### src/rtl/secure_reg_access_ctrl.sv
// Valid/ready front end for the secure register: only thread 0 may touch it,
// other threads are denied and counted, and enough violations lock the block out until reset.
module secure_reg_access_ctrl #(
    parameter int DATA_WIDTH = 32,
    parameter int THREAD_W   = 4,
    parameter int MAX_VIOL   = 3,
    parameter int VIOL_W     = 4
) (
    input  logic                  clk,
    input  logic                  rst_n,
    input  logic                  req_valid,
    output logic                  req_ready,
    input  logic                  req_write,
    input  logic [THREAD_W-1:0]   req_thread_id,
    input  logic [DATA_WIDTH-1:0] req_wdata,
    output logic                  rsp_valid,
    input  logic                  rsp_ready,
    output logic [DATA_WIDTH-1:0] rsp_rdata,
    output logic                  rsp_err,
    output logic [DATA_WIDTH-1:0] reg_data_in,
    output logic                  reg_wr_en,
    output logic                  reg_access_en,
    output logic                  reg_thread_id,
    input  logic [DATA_WIDTH-1:0] reg_data_out,
    output logic [VIOL_W-1:0]     viol_count,
    output logic                  locked
);

    localparam logic [VIOL_W-1:0] VIOL_SAT   = {VIOL_W{1'b1}};
    localparam logic [VIOL_W-1:0] VIOL_LIMIT = VIOL_W'(MAX_VIOL);

    typedef enum logic [1:0] {IDLE, ISSUE, WAIT_RD, RESP} state_t;

    state_t                state;
    state_t                state_next;
    logic                  write_q;
    logic [THREAD_W-1:0]   thread_q;
    logic [DATA_WIDTH-1:0] wdata_q;
    logic [DATA_WIDTH-1:0] rdata_q;
    logic                  err_q;
    logic [VIOL_W-1:0]     viol_q;
    logic [VIOL_W-1:0]     viol_inc;
    logic                  locked_q;
    logic                  accept;
    logic                  bad_thread;
    logic                  deny;

    assign req_ready  = (state == IDLE);
    assign accept     = req_valid && req_ready;
    assign bad_thread = (req_thread_id != '0);
    assign deny       = locked_q || bad_thread;
    assign viol_inc   = (viol_q == VIOL_SAT) ? viol_q : viol_q + 1'b1;

    always_comb begin
        state_next = state;
        case (state)
            IDLE:    if (accept) state_next = deny ? RESP : ISSUE;
            ISSUE:   state_next = write_q ? RESP : WAIT_RD;
            WAIT_RD: state_next = RESP;
            RESP:    if (rsp_ready) state_next = IDLE;
            default: state_next = IDLE;
        endcase
    end

    // Write data is only latched for granted requests so reg_data_in never moves outside ISSUE.
    always_ff @(posedge clk) begin
        if (!rst_n) begin
            state    <= IDLE;
            write_q  <= 1'b0;
            thread_q <= '0;
            wdata_q  <= '0;
            rdata_q  <= '0;
            err_q    <= 1'b0;
            viol_q   <= '0;
            locked_q <= 1'b0;
        end else begin
            state <= state_next;
            if (accept) begin
                write_q  <= req_write;
                thread_q <= req_thread_id;
                rdata_q  <= '0;
                err_q    <= deny;
                if (!deny) wdata_q <= req_wdata;
                if (bad_thread) begin
                    viol_q <= viol_inc;
                    if (viol_inc >= VIOL_LIMIT) locked_q <= 1'b1;
                end
            end
            if (state == WAIT_RD) rdata_q <= reg_data_out;
        end
    end

    // thread_q is rechecked so a corrupted latch can never strobe the register for another thread.
    assign reg_access_en = (state == ISSUE) && (thread_q == '0);
    assign reg_wr_en     = reg_access_en && write_q;
    assign reg_data_in   = wdata_q;
    assign reg_thread_id = 1'b0;
    assign rsp_valid     = (state == RESP);
    assign rsp_rdata     = rdata_q;
    assign rsp_err       = err_q;
    assign viol_count    = viol_q;
    assign locked        = locked_q;

endmodule

### config.mk
export PLATFORM = sky130hd
export DESIGN_NAME = secure_reg_access_ctrl
export DESIGN_NICKNAME = d
export VERILOG_FILES = /design/src/rtl/secure_reg_access_ctrl.sv
export SDC_FILE = /design/constraint.sdc
export NUM_CORES = 1
export LEC_CHECK = 0
export CORE_MARGIN = 5
export CORE_UTILIZATION = 30
export DETAILED_ROUTE_END_ITERATION = 8
export HOLD_SLACK_MARGIN = 0.05
export PLACE_DENSITY_LB_ADDON = 0.08
export SKIP_LAST_GASP = 1
export SLEW_MARGIN = 20
export SYNTH_ARGS = -nofsm -noshare
export SYNTH_HDL_FRONTEND = slang
export SYNTH_SLANG_ARGS = --single-unit
### constraint.sdc
create_clock -name clk -period 4.6 [get_ports clk]
set_clock_uncertainty 0.05 [all_clocks]
set_input_delay 0.69 -clock clk [delete_from_list [all_inputs] [get_ports clk]]
set_output_delay 0.69 -clock clk [all_outputs]
set_load 0.1 [all_outputs]
======== Yosys cells after proc, flatten, opt, wreduce, memory -nomap -nowiden ========
Index checks and enable logic that the tools add are counted.
W data, S select, Z words.
word-level totals
  register bits ........................... 77
  input bits .............................. 73
  output and inout bits ................... 75
operators by class
  add/subtract/negate cells ............... 1
  magnitude comparators ................... 1
  eq/ne operators ......................... 6
  muxes and demuxes ....................... 8
  bitwise operators ....................... 1
  reduce and logical (&&, ||, !) cells .... 12
operators by type and width
  kind                   count
  $mux W32               2
  $pmux W2 S4            1
  $mux W2                3
  $reduce_and A2 Y1      3
  $add A4 B1 Y4 const B  1
  $eq A2 B2 Y1 const B   2
  $eq A4 B4 Y1 const B   1
  $ge A4 B2 Y1 const B   1
  $logic_not A4 Y1       1
  $mux W4                1
  $ne A2 B1 Y1 const B   2
  $reduce_bool A4 Y1     1
  $logic_and A1 B1 Y1    3
  $reduce_and A3 Y1      1
  $eq A2 B1 Y1 const B   1
  $logic_not A2 Y1       1
  $reduce_bool A2 Y1     1
  $logic_or A1 B1 Y1     1
  $mux W1                1
  $not A1 Y1             1

======== Longest topological paths before layout ========
Gate-level depths: netlist (run 1).
  depth after elaboration ................. 5
  depth in mapped cells ................... 8
  mapped depth without buffers ............ 6

======== Worst setup path before layout (run 1) ========
OpenSTA, ideal clock, no wires.
  kind .................................... reg-to-reg
  start point ............................. register state[0]
  end point ............................... register viol_q[3], in the netlist viol_count[3]
  setup time .............................. 0.070 ns
  arrival ................................. 2.242 ns
  data required time ...................... 4.480 ns
  slack ................................... 2.238 ns
  cell stages (with the launch flop) ...... 8
  path buffers ............................ 1
  period minus slack after synthesis ...... 2.362 ns
  path through ............................ dfxtp_1 inv_1 ha_1 and2_1 clkbuf_1 nand2_1 or2_2 a21oi_1
between the ends
  cells in the longest elaborated chain, start to end .. 3
RTL lines
  element                             line  RTL
  start: declaration                  34    state_t state;
  start signal: assignment            77    state <= state_next;
  $logic_not A2 Y1                    48    assign req_ready = (state == IDLE);
  via req_ready                       12    output logic req_ready,
  $logic_and A1 B1 Y1                 49    assign accept = req_valid && req_ready;
  $reduce_and A2 Y1 (no source line)  -
  end signal: assignment              85    viol_q <= viol_inc;
  end: declaration                    41    logic [VIOL_W-1:0] viol_q;
The timed path passes the listed nets, and every way through them passes these cells.
A chain may end at the register's enable or synchronous reset.

======== Worst setup path in the final report (run 1) ========
  start point ............................. register state[1]
  end point ............................... output port reg_wr_en
between the ends
  cells in the longest elaborated chain, start to end .. 3
RTL lines
  element              line  RTL
  $eq A2 B1 Y1         94    assign reg_access_en = (state == ISSUE) && (thread_q == '0);
  $logic_and A1 B1 Y1  94
  $logic_and A1 B1 Y1  95    assign reg_wr_en = reg_access_en && write_q;
  end: declaration     21    output logic reg_wr_en,
Every way passes these cells.

==> reports/results.txt, run 1 <==
status: finished, final reports clean
Setup Buffers After CTS: 0
GR Util All Layers: 13.5%
PnR worst setup slack: 1560 ps
R2R Setup Slk: 2680 ps
Die Y: 111 µm
DRC Markers: 0
arrival time at the worst endpoint: 2300 ps
Slew Viols, Final: 0
Yosys top cell by area: dfxtp_1
I/O pin cnt: 148
Mean Syn Cell Area: 8.34 µm²
first-pass GRT wire length: 13900 µm
Final Cycle Share: 66.0%
GR Overflow Total: 0
num rows: 37
post-synth cell types: 36
main area contributors after synthesis: dfxtp_1 50%, nand2_1 9.7%, nand3b_1 7.8%
Setup violations, final: 0
fraction of layout cells with a size suffix above 1: 4.78%
DRT Wirelength: 8630 µm
Fill cells: 1010
PD cells: 532 mW/mm²
Finished Cell Area: 0.00479 mm²
clock slew seen by the registers of the worst setup and hold paths: 80 ps
Port Buf Inserts: 146
commonest non-fill, non-tap cells in the layout: 145 x clkdlybuf4s50_1, 79 x nand2_1, 77 x dfxtp_1
worst-skew pair later-pin latency: 340 ps
fin util: 47.3%
Wirelength per Cell: 13.5 µm
Starting DRT DRC Count: 149
die width: 111 µm
Hold Path Cell Cnt: 2
most common cell after layout, fill and taps aside: clkdlybuf4s50_1
r2r endpoint: reg_data_in[20]
initial antenna violation count: 0
TritonCTS clock tree: built
Setup TNS: 0 ps
Resize count post-CTS: 0
Top Layer Used: met4
# diodes: 0
RSZ-0062 raised after global routing: no
type of origin of the critical path: flop
gpl congestion: 0.789
Final Hold Violating Endpoints: 0
Final ANT Viol Nets: 0
Hold Crit Start: reg_data_in[25]
M1 WL: 4070 µm
WL met2: 3680 µm
Pleak: 1.63 nW
Longest Clk Path Bufs: 2
cell area after synthesis: 0.00307 mm²
dpl hpwl: 5800 µm
Hold WC Path Type: flop to flop
area share of the largest cell type after synthesis: 50.2%
crit path time final: 3040 ps
Yosys warnings: 0
Initial Utilization: 30.3%
total die area: 0.0124 mm²
DR WL met3: 765 µm
FF+latch count, synth: 77
Crit. End Element: output pin
CTS H-Tree Depth: 3
vias in the first global route: 2768
clock sinks: 77
Slew Limit Headroom: 31.2%
critical path class: flop to output pin
DR pass1 iterations: 6
pin count of the biggest net entering global routing: 71
vias per cell: 4.60
Num CTS Buffers: 9
Hold Slack: 402 ps
Least-Margin Pin Slew: 1030 ps
Core Region: 0.0101 mm²
Synth-to-Final Area Change: 56.2%
pre-CTS WS: 1830 ps
Reg2Reg Depth: 6
register area share after synthesis: 50.2%
root buf cell: clkbuf_8
Placed Instance Area: 0.00457 mm²
FMAX: 329 MHz
# hold bufs at CTS: 0
crit path max fanout: 4
peak supply drop: 182 µV
FF-to-FF Start: state[0]
via count: 2937
Cells after Synth: 368
Mapped Nets: 447
Worst Hold End: reg_data_in[25]
CP required: 3860 ps
maxcap violations: 0
final net count: 576
[worst max-delay path by stage]
stage,start,to,slack [ps],cells after the start
floorplan,state[0],viol_count[3],2240,7
global placement,thread_q[3],reg_wr_en,1920,3
detailed placement,req_thread_id[3],reg_data_in[20],1830,5
CTS,state[1],reg_wr_en,1520,4
global route,state[1],reg_wr_en,1450,4
finish,state[1],reg_wr_en,1560,4
[worst max-delay path, cell delays in order (launching register included)]
cell             delay [ps]
dfxtp_1                 340
inv_1                   130
ha_1                    200
and3_1                  160
clkdlybuf4s50_1        1130
[metal layers]
layer | up-vias | global-route usage [%]
li1 | 1506 | -
met1 | 1322 | 17.8
met2 | 99 | 19.9
met3 | 10 | 5.62
met4 | 0 | 4.87
met5 | - | 0
[power breakdown]
| group | internal, mW | switching [mW] | leakage (nW) | total, mW |
|---|---|---|---|---|
| Clock | 0.322 | 0.249 | 0.106 | 0.570 |
| Sequential | 0.751 | 0.0513 | 0.625 | 0.802 |
| Combinational | 0.321 | 0.856 | 0.902 | 1.18 |
| Total | 1.39 | 1.16 | 1.63 | 2.55 |
[final cells by class]
cell class | count | area, µm² | area share [%]
sequential | 77 | 1540 | 32.2
timing repair buffer | 150 | 1490 | 31.0
multi-input combinational | 253 | 1350 | 28.1
tap | 136 | 170 | 3.55
clock buffer | 11 | 141 | 2.95
clock inverter | 5 | 83.8 | 1.75
inverter | 6 | 22.5 | 0.470
[logic make-up (layout without fill, tap and decap cells)]
group	count (synthesis)	in the layout	synth area share [%]
compound gates	83	83	14.3
xor+xnor	1	1	0.285
fa+ha+maj	6	6	2.44
buf+inv	38	172	5.95
flops	77	77	50.2
other cells	1	1	0.122
simple gates	162	162	26.7
[cells in the mapped netlist]
cell and instances:
nor3_4 1, inv_1 5, a211oi_1 1, buf_2 1, xor2_1 1, clkbuf_2 1, nor3b_1 1, a311oi_1 1
or2_2 1, a221oi_1 1, o21ai_1 5, nand3_1 36, nor2_1 3, ha_1 6, o211ai_1 1, nand3b_1 32
o41ai_1 1, nor4_1 1, and2_1 4, buf_4 2, nor2b_1 1, and3_1 1, o31ai_1 1, a22oi_1 1
o32ai_1 1, conb_1 1, nand2_1 79, buf_1 1, buf_6 4, dfxtp_1 77, or4_4 1, clkinv_1 1
clkbuf_1 23, nor3_1 1, a21oi_1 40, o21ai_0 30
[state kept, by name, indices dropped and copies added, names as in the netlist]
register / count
state: 2
viol_count: 4
locked: 1
rsp_err: 1
write_q: 1
reg_data_in: 32
rsp_rdata: 32
thread_q: 4
[through the flow]
step	instances	power, mW
global route	638	2.68
global placement	622	1.99
detailed placement	622	2.00
floorplan	368	1.71
finish	638	2.55
CTS	638	2.58
No activity file was read; power rests on OpenSTA's default activity.
==> inputs of run 2 (changes only) <==
clock period = 2.9 ns   (was 4.6 ns; I/O delays follow)
==> run 2 against run 1 <==
Against the previous run: via count fell by 1.3%; critical path type unchanged; combinational power rose by 54%; worst hold slack improved by 2.6 ps; first-iteration DRC count rose by 2.0%; clock power rose by 28%; count of clock-buffer cells in the layout did not move.
==> reports/results.txt, run 2 (synthesis gave the netlist of run 1 again) <==
M1 WL: 3750 µm (was 4070 µm)
Num CTS Buffers: 9 (unchanged)
slowest stage delay, CP: 340 ps (was 1130 ps)
DR pass1 iterations: 4 (was 6)
Starting DRT DRC Count: 152 (was 149)
Setup TNS: 0 ps (unchanged)
Port Buf Inserts: 146 (unchanged)
RSZ-0062 raised after global routing: no (unchanged)
TritonCTS clock tree: built (unchanged)
Slew Limit Headroom: 36.6% (was 31.2%)
Final Cycle Share: 68.3%
maxcap violations: 0 (unchanged)
initial antenna violation count: 0 (unchanged)
# diodes: 0 (unchanged)
fraction of layout cells with a size suffix above 1: 19.5% (was 4.78%)
crit path time final: 1980 ps
num rows: 37 (unchanged)
most common cell after layout, fill and taps aside: nand2_1 (was clkdlybuf4s50_1)
final net count: 576 (unchanged)
register area: 0.00154 mm² (unchanged)
clock slew seen by the registers of the worst setup and hold paths: 80 ps (about the same)
Power Total: 3.82 mW (was 2.55 mW)
worst-skew pair later-pin latency: 340 ps (about the same)
arrival time at the worst endpoint: 1490 ps (was 2300 ps)
Slowest-stage cell, CP: nor4_1 (was clkdlybuf4s50_1)
fin util: 45.1% (was 47.3%)
status: finished, final reports clean (unchanged)
first-pass GRT wire length: 13700 µm (was 13900 µm)
Resize count post-CTS: 0 (unchanged)
die width: 111 µm (unchanged)
GR Overflow Total: 0 (unchanged)
pin count of the biggest net entering global routing: 71 (unchanged)
crit path max fanout: 2 (was 4)
Crit. End Element: output pin (unchanged)
number of buffers and inverters on the critical path: 1 (was 2)
Largest delay share family, worst path: simple AND/OR/NAND/NOR gates (was buffers and inverters)
Least-Margin Pin Slew: 951 ps (was 1030 ps)
Synth-to-Final Area Change: 49.0% (was 56.2%)
Slew Viols, Final: 0 (unchanged)
Setup violations, final: 0 (unchanged)
Setup Buffers After CTS: 0 (unchanged)
Top Layer Used: met4 (unchanged)
Initial Utilization: 30.3% (unchanged)
CTS H-Tree Depth: 3 (unchanged)
Final Hold Violating Endpoints: 0 (unchanged)
Hold WC Path Type: flop to flop (unchanged)
Die Y: 111 µm (unchanged)
type of origin of the critical path: flop (unchanged)
DRC Markers: 0 (unchanged)
crit-path cells: nor4_1, and3_1, buf_4 (was inv_1, ha_1, and3_1, clkdlybuf4s50_1)
PnR worst setup slack: 920 ps (was 1560 ps)
DR WL met3: 931 µm (was 765 µm)
Final ANT Viol Nets: 0 (unchanged)
Pleak: 1.76 nW (was 1.63 nW)
via count: 2899 (was 2937)
critical path class: flop to output pin (unchanged)
multi-input combinational cell area: 0.00135 mm² (unchanged)
Core Region: 0.0101 mm² (unchanged)
Longest Clk Path Bufs: 2 (unchanged)
WL met2: 3720 µm (was 3680 µm)
Wirelength per Cell: 13.3 µm (was 13.5 µm)
# hold bufs at CTS: 0 (unchanged)
pre-CTS WS: 623 ps (was 1830 ps)
FMAX: 505 MHz
clock sinks: 77 (unchanged)
commonest non-fill, non-tap cells in the layout: 79 x nand2_1, 77 x dfxtp_1, 77 x buf_4 (was 145 x clkdlybuf4s50_1, 79 x nand2_1, 77 x dfxtp_1)
peak supply drop: 272 µV (was 182 µV)
vias per cell: 4.54 (was 4.60)
I/O pin cnt: 148 (unchanged)
total die area: 0.0124 mm² (unchanged)
PD cells: 836 mW/mm² (was 532 mW/mm²)
dpl hpwl: 5760 µm (was 5800 µm)
Fill cells: 1014 (was 1010)
gpl congestion: 0.771 (was 0.789)
CP required: 2410 ps (was 3860 ps)
GR Util All Layers: 13.5% (about the same)
DRT Wirelength: 8510 µm (was 8630 µm)
vias in the first global route: 2810 (was 2768)
root buf cell: clkbuf_8 (unchanged)
run 2: path summary, 6_finish.rpt:
path	cells past startpoint	slack, ps	from	end
worst max-delay path	3	920	thread_q[0]	reg_wr_en
worst min-delay path	2	400	reg_data_in[27]	reg_data_in[27]
worst min register to register	2	400	reg_data_in[27]	reg_data_in[27]
worst max register to register	4	1110	state[0]	rsp_rdata[2]
run 2: final cells by class:
class / instances / area share (%)
Clock buffer: 11 / 3.09
Clock inverter: 5 / 0.793
Inverter: 6 / 0.492
Multi-Input combinational cell: 253 / 29.5
Sequential cell: 77 / 33.7
Tap cell: 136 / 3.72
Timing Repair Buffer: 150 / 28.7
run 2: worst min-delay path, delay by kind of cell (launching register included):
family / cells / cell delay (ps)
flops: 1 / 320
simple gates: 1 / 50
compound gates: 1 / 50
run 2: power breakdown:
group / leakage (nW) / switching (mW) / internal (mW) / total [mW]
Combinational: 1.05 / 1.35 / 0.467 / 1.82
Clock: 0.0815 / 0.396 / 0.334 / 0.731
Sequential: 0.625 / 0.0836 / 1.19 / 1.27
Total: 1.76 / 1.83 / 1.99 / 3.82
run 2: metrics by stage:
stage	hold slack, ps	std cells	area [µm²]
global route	436	638	4570
CTS	408	638	4570
floorplan	386	368	3070
global placement	388	622	4400
finish	404	638	4570
detailed placement	396	622	4400
run 2: routing by layer:
metal,vias to the layer above,GRT usage [%]
li1,1504,-
met3,9,6.66
met5,-,0
met1,1286,16.7
met4,0,5.35
met2,100,19.9
==> inputs of run 3 (changes only) <==
clock period = 2.1 ns   (was 2.9 ns; I/O delays follow)
==> run 3 against run 2 <==
Against the previous run: worst hold slack worse by 100 ps; die area is the same; clock power grew 87%; setup slack worse by 640 ps; first-iteration DRC count is 14% lower; final area grew 3.1%; sequential power rose by 39%; non-clock buffer count increased by 5; critical path type unchanged; largest cell class unchanged.
==> reports/results.txt, run 3 (synthesis gave the netlist of run 1 again) <==
final net count: 581 (was 576)
Setup violations, final: 0 (unchanged)
Finished Cell Area: 0.00472 mm² (was 0.00457 mm²)
initial antenna violation count: 0 (unchanged)
Least-Margin Pin Slew: 640 ps (was 951 ps)
WL met2: 3690 µm (was 3720 µm)
dpl hpwl: 5830 µm (was 5760 µm)
Hold Path Cell Cnt: 3 (was 2)
die width: 111 µm (unchanged)
Core Region: 0.0101 mm² (unchanged)
Final Hold Violating Endpoints: 0 (unchanged)
type of origin of the critical path: flop (unchanged)
Pleak: 1.83 nW (was 1.76 nW)
status: finished, final reports clean (unchanged)
Hold Crit Start: rst_n (was reg_data_in[27])
Setup TNS: 0 ps (unchanged)
arrival time at the worst endpoint: 1450 ps (was 1490 ps)
# hold bufs at CTS: 0 (unchanged)
I/O pin cnt: 148 (unchanged)
fraction of layout cells with a size suffix above 1: 20.4% (was 19.5%)
TritonCTS clock tree: built (unchanged)
M1 WL: 3860 µm (was 3750 µm)
Setup Buffers After CTS: 0 (unchanged)
GR Util All Layers: 13.3% (was 13.5%)
Worst Setup SP: thread_q[3] (was thread_q[0])
Wirelength per Cell: 13.2 µm (was 13.3 µm)
crit path max fanout: 2 (unchanged)
maxcap violations: 0 (unchanged)
Placed Instance Area: 0.00447 mm² (was 0.00440 mm²)
Slew Limit Headroom: 57.3% (was 36.6%)
DR WL met3: 797 µm (was 931 µm)
Slew Viols, Final: 0 (unchanged)
via count: 2932 (was 2899)
# diodes: 0 (unchanged)
Resize count post-CTS: 0 (unchanged)
Starting DRT DRC Count: 131 (was 152)
crit path time final: 1820 ps
worst-skew pair later-pin latency: 340 ps (about the same)
clock sinks: 77 (unchanged)
crit-path cells: nor4_1, and3_1, buf_12 (was nor4_1, and3_1, buf_4)
Final Cycle Share: 86.4%
vias in the first global route: 2738 (was 2810)
Slowest-stage cell, CP: nor4_1 (unchanged)
num rows: 37 (unchanged)
DRT Wirelength: 8470 µm (was 8510 µm)
CTS H-Tree Depth: 3 (unchanged)
critical path class: flop to output pin (unchanged)
Final ANT Viol Nets: 0 (unchanged)
Initial Utilization: 30.3% (unchanged)
Top Layer Used: met4 (unchanged)
CP required: 1740 ps (was 2410 ps)
total die area: 0.0124 mm² (unchanged)
RSZ-0062 raised after global routing: no (unchanged)
Hold WC Path Type: input pin to flop (was flop to flop)
FMAX: 551 MHz
clock slew seen by the registers of the worst setup and hold paths: 80 ps (about the same)
Num CTS Buffers: 9 (unchanged)
gpl congestion: 0.761 (was 0.771)
Longest Clk Path Bufs: 2 (unchanged)
commonest non-fill, non-tap cells in the layout: 79 x nand2_1, 79 x buf_4, 77 x dfxtp_1 (was 79 x nand2_1, 77 x dfxtp_1, 77 x buf_4)
pin count of the biggest net entering global routing: 71 (unchanged)
GR Overflow Total: 0 (unchanged)
Synth-to-Final Area Change: 53.7% (was 49.0%)
FF-to-FF Start: state[0] (unchanged)
vias per cell: 4.57 (was 4.54)
DR pass1 iterations: 4 (unchanged)
Port Buf Inserts: 146 (unchanged)
PD cells: 1220 mW/mm² (was 836 mW/mm²)
DRC Markers: 0 (unchanged)
Reg2Reg Depth: 7 (was 4)
Crit. End Element: output pin (unchanged)
peak supply drop: 503 µV (was 272 µV)
slowest stage delay, CP: 340 ps (about the same)
Die Y: 111 µm (unchanged)
first-pass GRT wire length: 13500 µm (was 13700 µm)
root buf cell: clkbuf_8 (unchanged)
[run 3: changes by cell type in the layout (fill, tap and decap cells not counted)]
| cell | change |
|---|---|
| clkinv_4 | -1 |
| buf_4 | +2 |
| buf_12 | +3 |
| clkinvlp_4 | -3 |
| bufinv_16 | +3 |
| clkbuf_1 | -1 |
| clkbuf_8 | +1 |
[run 3: area by class of cell]
class / instances / area, µm²
clock buffer: 11 / 151
clock inverter: 4 / 95.1
fill: 1000 / 5420
inverter: 6 / 22.5
multi-input combinational: 253 / 1350
sequential: 77 / 1540
tap: 136 / 170
timing repair buffer: 155 / 1390
[run 3: path summary, 6_finish.rpt]
kind                endpoint  slack, ps
max                reg_wr_en        280
min                  write_q        300
max reg2reg  reg_data_in[27]        410
min reg2reg  reg_data_in[27]        400
[run 3: power by group]
| group | switching, mW | leakage (nW) | internal [mW] |
|---|---|---|---|
| clock network | 0.528 | 0.125 | 0.847 |
| registers | 0.114 | 0.625 | 1.65 |
| logic | 1.89 | 1.08 | 0.721 |
| total | 2.53 | 1.83 | 3.21 |
[run 3: metrics by stage]
stage,hold slack [ps],instances,setup slack [ps],power [mW],util [%]
5_1_grt,301,642,111,6.02,46.5
4_1_cts,286,642,232,5.83,46.5
3_5_place_dp,392,627,-3.49,4.42,44.1
3_3_place_gp,388,627,23.4,4.40,44.1
6_report,303,642,285,5.74,46.5
2_1_floorplan,386,368,58.8,3.75,-
[run 3: metal layers]
metal | vias up | GRT usage [%]
li1 | 1516 | -
met1 | 1306 | 16.7
met2 | 98 | 19.9
met3 | 12 | 6.55
met4 | 0 | 4.14
met5 | - | 0
[run 3: worst max-delay path, delay by kind of cell, from the launching register on]
family | cells | cell delay (ps)
buffers and inverters | 1 | 180
and+or+nand+nor | 2 | 600
DFF | 1 | 320
